### src/rtl/serial_frame_receiver.sv
// Start/stop-bit framed serial receiver with a one-byte valid/ready holding register.
// Define SERIAL_FRAME_RX_PARITY_EN to check an even-parity bit between the data and stop bits.
module serial_frame_receiver #(
    parameter int DATA_BITS = 8,
    parameter int COUNT_W   = 16
) (
    input  logic                 clock,
    input  logic                 reset_n,
    input  logic                 serial_in,
    output logic [DATA_BITS-1:0] out_data,
    output logic                 out_valid,
    input  logic                 out_ready,
    output logic                 frame_error,
    output logic                 overrun,
    output logic [COUNT_W-1:0]   frame_count,
    output logic                 busy
);
    localparam int IDX_W = (DATA_BITS > 1) ? $clog2(DATA_BITS) : 1;

    typedef enum logic [2:0] {
        IDLE      = 3'd0,
        DATA      = 3'd1,
`ifdef SERIAL_FRAME_RX_PARITY_EN
        PARITY    = 3'd2,
`endif
        STOP      = 3'd3,
        WAIT_HIGH = 3'd4
    } state_t;

    state_t               state, state_nxt;
    logic [DATA_BITS-1:0] shift;
    logic [IDX_W-1:0]     bit_cnt;
    logic                 last_bit;
    logic                 good_stop;
    logic                 bad_frame;

    assign last_bit = (bit_cnt == IDX_W'(DATA_BITS-1));
    assign busy     = (state != IDLE);

    always_ff @(posedge clock or negedge reset_n) begin
        if (!reset_n) state <= IDLE;
        else          state <= state_nxt;
    end

    always_comb begin
        state_nxt = state;
        good_stop = 1'b0;
        bad_frame = 1'b0;
        case (state)
            IDLE:      if (!serial_in) state_nxt = DATA;
`ifdef SERIAL_FRAME_RX_PARITY_EN
            DATA:      if (last_bit) state_nxt = PARITY;
            // Even parity: data bits plus parity bit must XOR to zero.
            PARITY: begin
                if (^{shift, serial_in}) begin
                    bad_frame = 1'b1;
                    state_nxt = WAIT_HIGH;
                end else begin
                    state_nxt = STOP;
                end
            end
`else
            DATA:      if (last_bit) state_nxt = STOP;
`endif
            STOP: begin
                if (serial_in) begin
                    good_stop = 1'b1;
                    state_nxt = IDLE;
                end else begin
                    bad_frame = 1'b1;
                    state_nxt = WAIT_HIGH;
                end
            end
            // A held-low line must not look like a stream of new start bits.
            WAIT_HIGH: if (serial_in) state_nxt = IDLE;
            default:   state_nxt = IDLE;
        endcase
    end

    always_ff @(posedge clock or negedge reset_n) begin
        if (!reset_n) begin
            shift       <= '0;
            bit_cnt     <= '0;
            out_data    <= '0;
            out_valid   <= 1'b0;
            frame_error <= 1'b0;
            overrun     <= 1'b0;
            frame_count <= '0;
        end else begin
            frame_error <= bad_frame;
            overrun     <= good_stop & out_valid & ~out_ready;

            if (state == DATA) begin
                shift[bit_cnt] <= serial_in;
                bit_cnt        <= last_bit ? '0 : bit_cnt + 1'b1;
            end else begin
                bit_cnt <= '0;
            end

            // A completing frame may load in the same cycle the old byte is consumed.
            if (good_stop && (!out_valid || out_ready)) begin
                out_data    <= shift;
                out_valid   <= 1'b1;
                frame_count <= frame_count + COUNT_W'(1);
            end else if (out_valid && out_ready) begin
                out_valid <= 1'b0;
            end
        end
    end
endmodule
### config.mk
export PLATFORM = sky130hd
export DESIGN_NAME = serial_frame_receiver
export DESIGN_NICKNAME = d
export VERILOG_FILES = /design/src/rtl/serial_frame_receiver.sv
export SDC_FILE = /design/constraint.sdc
export NUM_CORES = 1
export LEC_CHECK = 0
export CAP_MARGIN = 10
export CORE_MARGIN = 2
export CORE_UTILIZATION = 50
export CTS_BUF_LIST = sky130_fd_sc_hd__clkbuf_2 sky130_fd_sc_hd__clkbuf_4 sky130_fd_sc_hd__clkbuf_8
export CTS_CLUSTER_SIZE = 20
export DETAILED_ROUTE_END_ITERATION = 7
export PLACE_DENSITY = 0.77
export SYNTH_ARGS = -nofsm -noshare
export SYNTH_HDL_FRONTEND = slang
export SYNTH_SLANG_ARGS = --single-unit
### constraint.sdc
create_clock -name clock -period 2.12 [get_ports clock]
set_input_delay 0.424 -clock clock [delete_from_list [all_inputs] [get_ports clock]]
set_output_delay 0.424 -clock clock [all_outputs]
set_load 0.02 [all_outputs]
==> impl_metrics.sql, run 1 <==
INSERT INTO impl_metrics (metric_group, metric, value, unit) VALUES
('floorplanning', 'design.core.area', '3360', 'µm²'),
('synthesis', 'synth_fp_nets', '140', ''),
('synthesis', 'syn_inst', '133', ''),
('timing', 'setup_skew_after_layout', '0.00548', 'ns'),
('global_routing', 'groute.usage.overall', '0.163', ''),
('timing', 'worst_slew_pin_slew', '0.525', 'ns'),
('clock_network', 'postCtsHoldBufs', '0', ''),
('layout', 'drive_above_1_share', '0.221', ''),
('clock_network', 'post-cts-setup-buffers', '0', ''),
('clock_network', 'clock_sink_count', '41', ''),
('synthesis', 'synthFlopType', 'sky130_fd_sc_hd__dfrtp_1', ''),
('clock_network', 'clk_latency', '0.34', 'ns'),
('timing', 'min_period_over_period', '0.956', ''),
('clock_network', 'clock_tree.buffer_depth', '2', ''),
('timing', 'report.final.hold_viol_count', '0', ''),
('critical_path', 'worst_r2r_dst', 'frame_count[13]', ''),
('critical_path', 'crit_path_max_incr_delay', '0.59', 'ns'),
('timing', 'setup-violations-final', '0', ''),
('critical_path', 'crit_slowest_cell', 'sky130_fd_sc_hd__clkdlybuf4s50_1', ''),
('global_routing', 'grt_antenna_before_repair', '0', ''),
('route', 'dr.first_iter.drc_count', '68', ''),
('floorplanning', 'core.rowCount', '21', ''),
('critical_path', 'crit_chain', 'nor2_4 > nand2_1 > clkdlybuf4s50_1', ''),
('placed_design', 'io_buffers', '31', ''),
('timing', 'setup_total_negative_slack', '0', 'ns'),
('synthesis', 'netlist-cell-type-count', '31', ''),
('layout', 'final_nets', '179', ''),
('route', 'detail-route-antenna-nets', '0', ''),
('route', 'vias_per_cell', '5.24', ''),
('synthesis', 'synth_async_sr_flop_share', '1.00', ''),
('layout', 'flow.area_growth_from_synthesis', '25.7', '%'),
('global_routing', 'total_overflow_reported_by_the_global_router', '0', ''),
('route', 'drc_errors', '0', ''),
('timing', 'grt_setup_unrepaired', 'no', ''),
('layout', 'antenna_cells_inserted', '0', ''),
('floorplanning', 'die_y', '63.3', 'µm'),
('clock_network', 'cts_resized', '1', ''),
('power', 'cellLeakagePower', '0.991', 'nW'),
('worst_hold_path', 'hold_path.class', 'input port to async pin', ''),
('critical_path', 'worst_endpoint_data_arrival_time', '1.60', 'ns'),
('critical_path', 'worstRegToRegCells', '4', ''),
('synthesis', 'synth.ff_latch_count', '41', ''),
('route', 'finalWirelength', '2950', 'µm'),
('floorplanning', 'floorplan.initialDensity', '0.523', ''),
('timing', 'timing.final.ws_setup', '0.0941', 'ns'),
('layout', 'ff_latch_area', '1030', 'µm²'),
('clock_network', 'worst_setup_hold_path_clk_slew', '0.11', 'ns'),
('timing', 'slew_headroom', '0.649', ''),
('floorplanning', 'i_o_pins', '32', ''),
('layout', 'fillers', '277', ''),
('clock_network', 'cts_made_buffers', '5', ''),
('floorplanning', 'die_x', '63.3', 'µm'),
('clock_network', 'cts-htree-levels', '2', ''),
('power', 'power.ir.vdd_worst', '0.645', 'mV'),
('global_routing', 'via_count_of_the_first_global_routing_pass', '1141', ''),
('layout', 'multi_input_area', '721', 'µm²'),
('power', 'pwr_density_cell', '1140', 'nW/µm²'),
('synthesis', 'syn_avg_cell_area', '13.2', 'µm²'),
('route', 'first_pass_iters', '4', ''),
('critical_path', 'worst-setup-path-type', 'flip-flop to primary output', ''),
('run_status', 'status', 'completed', ''),
('placed_design', 'preCtsSetupSlack', '0.0439', 'ns'),
('route', 'route.detailed.wl_per_inst', '13.5', 'µm'),
('placed_design', 'dp_cells', '211', ''),
('clock_network', 'cts_tree', 'yes', ''),
('layout', 'final_util', '0.657', ''),
('route', 'num_vias', '1143', ''),
('global_routing', 'grt_pass1_wl', '5040', 'µm'),
('layout', 'final_cells', '218', ''),
('critical_path', 'worstPathRequired', '1.70', 'ns'),
('synthesis', 'mappedNetlistArea', '1760', 'µm²');
-- area by class of cell --
class,instances,share of cell area
clock buffers,5,0.0170
flip-flops and latches,41,0.465
multi-input cells,89,0.326
repair buffers,34,0.148
clock inverters,2,0.0159
inverters,1,0.00170
well taps,46,0.0260
-- per-layer routing --
metal  vias to the layer above  global-route usage  routed length, µm
met3                         6              0.0518                146
met4                         0              0.0734                 57
li1                        546                   -                  -
met2                        29               0.278               1470
met1                       562               0.188               1270
met5                         -                   0                  0
-- cell usage in the layout (no fill, tap or decap), types with 2 or more instances in the layout --
master                             n
sky130_fd_sc_hd__buf_4             3
sky130_fd_sc_hd__dfrtp_1          40
sky130_fd_sc_hd__nor2b_1           3
sky130_fd_sc_hd__nor2_4            2
sky130_fd_sc_hd__nand2_1          13
sky130_fd_sc_hd__clkdlybuf4s50_1  30
sky130_fd_sc_hd__ha_1              3
sky130_fd_sc_hd__and3_2            3
sky130_fd_sc_hd__nor3_1            2
sky130_fd_sc_hd__xor2_1            5
sky130_fd_sc_hd__nand4_1           4
sky130_fd_sc_hd__clkbuf_4          5
sky130_fd_sc_hd__mux2_4            3
sky130_fd_sc_hd__mux2_2           13
sky130_fd_sc_hd__nor2_1            5
sky130_fd_sc_hd__xnor2_1          10
sky130_fd_sc_hd__and3_1            2
sky130_fd_sc_hd__nand3_1           7
-- cells by family (layout without fill, tap and decap cells) --
group                      Yosys count  count (layout)  synth area share
and+or+nand+nor                     52              52             0.189
xor gates and xnor gates            15              15            0.0747
AOI/OAI and AO/OA                    3               3            0.0121
muxes                               16              16             0.109
adders and majority gates            3               3            0.0214
DFF                                 41              41             0.584
buffers and inverters                3              42            0.0107
-- stage by stage --
| stage | hold slack, ns | instance area [µm²] |
|---|---|---|
| 2_1_floorplan | 0.128 | 1760 |
| 3_3_place_gp | 0.460 | 2130 |
| 3_5_place_dp | 0.475 | 2130 |
| 4_1_cts | 0.119 | 2200 |
| 5_1_grt | 0.145 | 2210 |
| 6_report | 0.112 | 2210 |
-- power breakdown --
group          switching, mW  total, mW  internal (mW)
Sequential             0.186       1.19           1.00
Combinational          0.381      0.859          0.478
Clock                  0.240      0.480          0.240
Total                  0.806       2.53           1.72
-- flip-flops by register name, summed over array words and instances (netlist names) --
register / cells
shift: 8
out_data: 8
frame_count: 16
state: 3
frame_error: 1
out_valid: 1
bit_cnt: 3
overrun: 1
-- how the worst max path moves through the flow --
stage,from,endpoint
after floorplan,out_valid,frame_count[1]
after global placement,serial_in,frame_count[11]
after detailed placement,serial_in,frame_count[13]
after CTS,state[1],busy
after global routing,state[1],busy
final,state[1],busy
-- critical path: cells and delay by family (launching register included) --
kind | cells | cell delay, ns
buffers and inverters | 1 | 0.59
and+or+nand+nor | 2 | 0.16
DFF | 1 | 0.51
-- synthesized netlist by cell type, types with 2 or more instances --
cell type,number,share of area
sky130_fd_sc_hd__nand3_1,7,0.020
sky130_fd_sc_hd__nor2_1,6,0.013
sky130_fd_sc_hd__nor3_1,2,0.0057
sky130_fd_sc_hd__and3_2,3,0.013
sky130_fd_sc_hd__nand4_1,4,0.014
sky130_fd_sc_hd__nor2b_1,3,0.011
sky130_fd_sc_hd__xnor2_1,10,0.050
sky130_fd_sc_hd__ha_1,3,0.021
sky130_fd_sc_hd__mux2_4,3,0.026
sky130_fd_sc_hd__and3_1,2,0.0071
sky130_fd_sc_hd__buf_4,2,0.0085
sky130_fd_sc_hd__mux2_2,13,0.083
sky130_fd_sc_hd__dfrtp_1,41,0.58
sky130_fd_sc_hd__xor2_1,5,0.025
sky130_fd_sc_hd__nand2_1,13,0.028
(Power assumes the default switching activity.)
==> run 2, diff against run 1 <==
- CORE_MARGIN: 2 -> not set
==> impl_metrics.sql, run 2 (synthesized netlist as in run 1, its figures left out) <==
INSERT INTO impl_metrics (metric_group, metric, value, unit) VALUES
('critical_path', 'crit_path_max_fanout', '5', ''),
('timing', 'finalHoldWorstSlack', '0.102', 'ns'),
('power', 'totalPowerFinal', '2.65', 'mW'),
('job', 'max_cap_violations', '0', ''),
('clock_network', 'cts_made_buffers', '5', ''),
('global_routing', 'via_count_of_the_first_global_routing_pass', '1027', ''),
('critical_path', 'worstPathRequired', '1.70', 'ns'),
('clock_network', 'postCtsHoldBufs', '0', ''),
('floorplanning', 'core.rowCount', '21', ''),
('power', 'power.combinational.fraction', '0.321', ''),
('timing', 'slew_headroom', '0.647', ''),
('clock_network', 'post-cts-setup-buffers', '0', ''),
('critical_path', 'worst_endpoint_data_arrival_time', '1.61', 'ns'),
('layout', 'antenna_cells_inserted', '0', ''),
('clock_network', 'clockRootBuffer', 'sky130_fd_sc_hd__clkbuf_4', ''),
('route', 'drc_errors', '0', ''),
('critical_path', 'setup.worst_path.end_class', 'primary output', ''),
('placed_design', 'detailedPlacementHpwl', '2110', 'µm'),
('timing', 'setup_skew_after_layout', '0.0102', 'ns'),
('run_status', 'status', 'completed', ''),
('power', 'pwr_density_cell', '1190', 'nW/µm²'),
('layout', 'max_flop_register', 'frame_count', ''),
('critical_path', 'timing.reg2reg.setup_slack', '0.53', 'ns'),
('power', 'clkPwrFrac', '0.232', ''),
('layout', 'top_registers', 'frame_count x16, out_data x8, shift x8', ''),
('timing', 'worst_slew_pin_slew', '0.528', 'ns'),
('floorplanning', 'die_x', '61.3', 'µm'),
('layout', 'layout.cells.most_common', 'sky130_fd_sc_hd__dfrtp_1', ''),
('floorplanning', 'fp.dieArea', '3760', 'µm²'),
('route', 'detail-route-antenna-nets', '0', ''),
('timing', 'setup-violations-final', '0', ''),
('power', 'p_seq_frac', '0.447', ''),
('power', 'cellLeakagePower', '1.00', 'nW'),
('global_routing', 'grt_antenna_before_repair', '0', ''),
('global_routing', 'grt_max_degree', '42', ''),
('layout', 'final_nets', '179', ''),
('layout', 'ff_latch_area', '1030', 'µm²'),
('critical_path', 'crit_slowest_cell', 'sky130_fd_sc_hd__clkdlybuf4s50_1', ''),
('global_routing', 'total_overflow_reported_by_the_global_router', '0', ''),
('worst_hold_path', 'hold_path.class', 'input port to async pin', ''),
('placed_design', 'io_buffers', '31', ''),
('timing', 'clock_period_minus_worst_slack', '2.03', 'ns'),
('clock_network', 'worst_setup_hold_path_clk_slew', '0.12', 'ns'),
('timing', 'report.final.hold_viol_count', '0', ''),
('layout', 'flow.area_growth_from_synthesis', '27.2', '%'),
('floorplanning', 'i_o_pins', '32', ''),
('route', 'finalWirelength', '2970', 'µm'),
('critical_path', 'crit_path_max_incr_delay', '0.53', 'ns'),
('power', 'power.ir.vdd_worst', '0.689', 'mV'),
('clock_network', 'clock_tree.buffer_depth', '2', ''),
('timing', 'fmaxAchievable', '0.493', 'GHz'),
('route', 'num_vias', '1143', ''),
('global_routing', 'groute.usage.overall', '0.186', ''),
('floorplanning', 'floorplan.initialDensity', '0.523', ''),
('layout', 'drive_above_1_share', '0.231', ''),
('critical_path', 'crit_chain', 'nor2_2 > nand2_1 > clkdlybuf4s50_1', ''),
('critical_path', 'worstPathBufferInverterCount', '1', ''),
('clock_network', 'clock_sink_count', '41', ''),
('critical_path', 'critical_path.top_delay_family', 'buffers and inverters', ''),
('route', 'first_pass_iters', '5', ''),
('timing', 'setup_total_negative_slack', '0', 'ns'),
('placed_design', 'place.gp.congestion', '0.769', ''),
('route', 'route.detailed.wl_per_inst', '13.6', 'µm'),
('floorplanning', 'die_y', '61.3', 'µm'),
('power', 'internal_power', '1.84', 'mW'),
('layout', 'final_util', '0.665', ''),
('layout', 'top_library_cells_by_usage_in_the_layout_fill_and_taps_aside', 'sky130_fd_sc_hd__dfrtp_1, sky130_fd_sc_hd__clkdlybuf4s50_1, sky130_fd_sc_hd__nand2_1, sky130_fd_sc_hd__mux2_2, sky130_fd_sc_hd__xnor2_1', ''),
('power', 'power.share.switching', '0.305', ''),
('layout', 'largest_register_ff_count', '16', ''),
('route', 'vias_per_cell', '5.22', ''),
('critical_path', 'worst-setup-path-type', 'flip-flop to primary output', ''),
('critical_path', 'setup.worst_path.start_class', 'flip-flop', ''),
('floorplanning', 'design.core.area', '3360', 'µm²'),
('clock_network', 'cts-htree-levels', '2', ''),
('timing', 'grt_setup_unrepaired', 'no', ''),
('layout', 'multi_input_area', '716', 'µm²'),
('layout', 'fillers', '281', ''),
('global_routing', 'grt_pass1_wl', '4890', 'µm'),
('power', 'switching_power', '0.809', 'mW'),
('timing', 'drv_slew', '0', ''),
('clock_network', 'cts_tree', 'yes', ''),
('timing', 'min_period_over_period', '0.957', ''),
('clock_network', 'clk_latency', '0.35', 'ns'),
('route', 'dr.first_iter.drc_count', '55', '');
## run 2: worst paths after layout
path	startpoint	depth (start not counted)	endpoint
worst min register to register	frame_count[15]	1	frame_count[15]
min in group clock	frame_count[15]	1	frame_count[15]
max in group asynchronous	reset_n	2	state[0]
worst max register to register	frame_count[0]	5	frame_count[10]
worst min-delay path	reset_n	2	frame_count[11]
worst max-delay path	state[1]	3	busy
## run 2: cell type report
cell class              instances  share of cell area
clock buffers                   5              0.0168
clock inverters                 3              0.0291
inverters                       1             0.00168
multi-input cells              89               0.320
flip-flops and latches         41               0.460
well taps                      46              0.0257
repair buffers                 34               0.147
## run 2: repair_timing
| action | in CTS | in global routing |
|---|---|---|
| endpoints found under the hold margin | 0 | 0 |
| setup endpoints to repair | 1 | 1 |
| pin swaps | 0 | 0 |
| resized for setup | 1 | 2 |
## run 2: routing by layer
| layer | vias up | GRT usage | routed length [µm] |
|---|---|---|---|
| li1 | 546 | - | - |
| met1 | 561 | 0.234 | 1330 |
| met2 | 29 | 0.295 | 1460 |
| met3 | 7 | 0.0693 | 142 |
| met4 | 0 | 0.0682 | 45 |
| met5 | - | 0 | 0 |
## run 2: through the flow
step / setup slack [ns] / std cells / instance area [µm²]
6_report: 0.0902 / 219 / 2240
5_1_grt: 0.00434 / 219 / 2240
4_1_cts: 0.0466 / 219 / 2230
3_5_place_dp: 0.0687 / 211 / 2130
3_3_place_gp: 0.122 / 211 / 2130
2_1_floorplan: 0.546 / 133 / 1760
## run 2: power groups by stage
stage                     Combinational, mW  Clock, mW  Sequential, mW
final                                 0.852      0.615            1.19
after CTS                             0.865      0.627            1.18
after global placement                0.844          0            1.19
after floorplan                       0.440          0            1.28
after global routing                  0.933      0.657            1.23
after detailed placement              0.860          0            1.20
==> run 3, diff against run 2 <==
- CORE_MARGIN: not set -> 5
- CORE_UTILIZATION: 50 -> 35
- PLACE_DENSITY: 0.77 -> not set
==> impl_metrics.sql, run 3 (synthesized netlist as in run 1, its figures left out) <==
INSERT INTO impl_metrics (metric_group, metric, value, unit) VALUES
('run_status', 'status', 'completed', ''),
('route', 'finalWirelength', '3230', 'µm'),
('layout', 'drive_above_1_share', '0.224', ''),
('power', 'totalPowerFinal', '2.58', 'mW'),
('layout', 'layout.cells.most_common', 'sky130_fd_sc_hd__dfrtp_1', ''),
('clock_network', 'cts_made_buffers', '5', ''),
('route', 'dr.first_iter.drc_count', '37', ''),
('clock_network', 'postCtsHoldBufs', '0', ''),
('power', 'pwr_density_cell', '1140', 'nW/µm²'),
('power', 'switching_power', '0.805', 'mW'),
('global_routing', 'grt_pass1_wl', '5400', 'µm'),
('clock_network', 'cts-htree-levels', '2', ''),
('layout', 'max_flop_register', 'frame_count', ''),
('floorplanning', 'core.rowCount', '25', ''),
('floorplanning', 'die_x', '80.9', 'µm'),
('job', 'max_cap_violations', '0', ''),
('power', 'p_seq_frac', '0.458', ''),
('critical_path', 'crit_path_max_fanout', '5', ''),
('clock_network', 'post-cts-setup-buffers', '0', ''),
('floorplanning', 'i_o_pins', '32', ''),
('floorplanning', 'floorplan.initialDensity', '0.367', ''),
('worst_hold_path', 'hold_path.class', 'input port to async pin', ''),
('layout', 'antenna_cells_inserted', '0', ''),
('timing', 'fmaxAchievable', '0.503', 'GHz'),
('global_routing', 'grt.busiest_layer', 'met2', ''),
('timing', 'clock_period_minus_worst_slack', '1.99', 'ns'),
('floorplanning', 'design.core.area', '4790', 'µm²'),
('clock_network', 'clk_latency', '0.28', 'ns'),
('critical_path', 'setup.worst_path.end_class', 'primary output', ''),
('route', 'detail-route-antenna-nets', '0', ''),
('timing', 'drv_slew', '0', ''),
('power', 'power.ir.vdd_worst', '0.617', 'mV'),
('global_routing', 'groute.usage.overall', '0.108', ''),
('timing', 'worst_slew_pin_slew', '0.574', 'ns'),
('critical_path', 'crit_chain', 'nor2_2 > nand2_1 > clkdlybuf4s50_1', ''),
('timing', 'min_period_over_period', '0.938', ''),
('global_routing', 'groute.layer.met2.usage', '0.182', ''),
('clock_network', 'clock_tree.buffer_depth', '2', ''),
('global_routing', 'via_count_of_the_first_global_routing_pass', '1113', ''),
('global_routing', 'grt.met3_usage', '0.0355', ''),
('timing', 'setup_skew_after_layout', '0.00180', 'ns'),
('route', 'num_vias', '1136', ''),
('layout', 'final_util', '0.473', ''),
('timing', 'setup-violations-final', '0', ''),
('clock_network', 'cts_resized', '0', ''),
('placed_design', 'detailed_place.area', '2160', 'µm²'),
('power', 'power.share.switching', '0.312', ''),
('power', 'clkPwrFrac', '0.209', ''),
('global_routing', 'groute.layer.met1.usage', '0.132', ''),
('placed_design', 'detailedPlacementHpwl', '2470', 'µm'),
('layout', 'finalInstanceArea', '2270', 'µm²'),
('global_routing', 'total_overflow_reported_by_the_global_router', '0', ''),
('route', 'first_pass_iters', '4', ''),
('floorplanning', 'fp.dieArea', '6540', 'µm²'),
('route', 'drc_errors', '0', ''),
('power', 'cellLeakagePower', '1.01', 'nW'),
('floorplanning', 'die_y', '80.9', 'µm'),
('placed_design', 'io_buffers', '31', ''),
('clock_network', 'clockRootBuffer', 'sky130_fd_sc_hd__clkbuf_8', ''),
('clock_network', 'worst_setup_hold_path_clk_slew', '0.07', 'ns'),
('critical_path', 'setup.worst_path.start_class', 'flip-flop', ''),
('critical_path', 'crit_path_max_incr_delay', '0.54', 'ns'),
('timing', 'setup_total_negative_slack', '0', 'ns'),
('critical_path', 'crit_slowest_cell', 'sky130_fd_sc_hd__clkdlybuf4s50_1', ''),
('layout', 'flow.area_growth_from_synthesis', '28.9', '%'),
('layout', 'top_library_cells_by_usage_in_the_layout_fill_and_taps_aside', 'sky130_fd_sc_hd__dfrtp_1, sky130_fd_sc_hd__clkdlybuf4s50_1, sky130_fd_sc_hd__nand2_1, sky130_fd_sc_hd__mux2_2, sky130_fd_sc_hd__xnor2_1', ''),
('global_routing', 'grt_antenna_before_repair', '0', ''),
('global_routing', 'grt_max_degree', '27', ''),
('route', 'route.detailed.wl_per_inst', '13.4', 'µm'),
('placed_design', 'dp_cells', '233', ''),
('power', 'internal_power', '1.77', 'mW'),
('layout', 'largest_register_ff_count', '16', ''),
('layout', 'top_registers', 'frame_count x16, out_data x8, shift x8', ''),
('placed_design', 'place.gp.congestion', '0.780', ''),
('critical_path', 'worstPathRequired', '1.70', 'ns'),
('layout', 'fillers', '441', ''),
('layout', 'final_nets', '180', ''),
('clock_network', 'cts_tree', 'yes', ''),
('critical_path', 'worst-setup-path-type', 'flip-flop to primary output', ''),
('layout', 'final_cells', '241', ''),
('route', 'vias_per_cell', '4.71', ''),
('power', 'power.combinational.fraction', '0.333', ''),
('clock_network', 'clock_sink_count', '41', ''),
('timing', 'slew_headroom', '0.618', ''),
('timing', 'grt_setup_unrepaired', 'no', ''),
('critical_path', 'worst_endpoint_data_arrival_time', '1.56', 'ns'),
('timing', 'report.final.hold_viol_count', '0', '');
## run 3: through the flow
step / worst slack, ns / hold slack [ns]
floorplan: 0.546 / 0.128
global placement: 0.135 / 0.437
detailed placement: 0.104 / 0.454
CTS: 0.0360 / 0.140
global route: 0.00884 / 0.164
finish: 0.131 / 0.129
## run 3: final timing paths
| path | start | endpoint | slack (ns) | cells after the start |
|---|---|---|---|---|
| min reg2reg | frame_count[15] | frame_count[15] | 0.48 | 1 |
| max reg2reg | state[0] | shift[6] | 0.53 | 4 |
| min in group clock | frame_count[15] | frame_count[15] | 0.48 | 1 |
| min | reset_n | frame_count[7] | 0.13 | 1 |
| max in group asynchronous | reset_n | frame_count[1] | 1.44 | 2 |
| max | state[1] | busy | 0.13 | 3 |
## run 3: worst max-delay path: cells and delay by family, from the launching register on
kind          cells  cell delay, ns
buf+inv           1            0.54
simple gates      2            0.29
flops             1            0.46
## run 3: area by class of cell
type	count	area [µm²]	share of cell area
Timing Repair Buffer	35	335	0.148
Clock buffer	7	96.3	0.0425
Inverter	1	3.75	0.00166
Tap cell	67	83.8	0.0370
Clock inverter	1	5.00	0.00221
Sequential cell	41	1030	0.453
Multi-Input combinational cell	89	716	0.316
## run 3: routing by layer
metal / vias to the layer above / share of wire / wire (µm)
met5: - / 0 / 0
met4: 0 / 0.014 / 44
met3: 6 / 0.063 / 202
met2: 28 / 0.49 / 1590
met1: 551 / 0.43 / 1390
li1: 551 / - / -
## run 3: power groups by stage
stage,clock network (mW),registers (mW),logic (mW)
6_report,0.538,1.18,0.859
5_1_grt,0.610,1.21,0.944
4_1_cts,0.572,1.18,0.880
3_5_place_dp,0,1.20,0.874
3_3_place_gp,0,1.19,0.857
2_1_floorplan,0,1.28,0.440
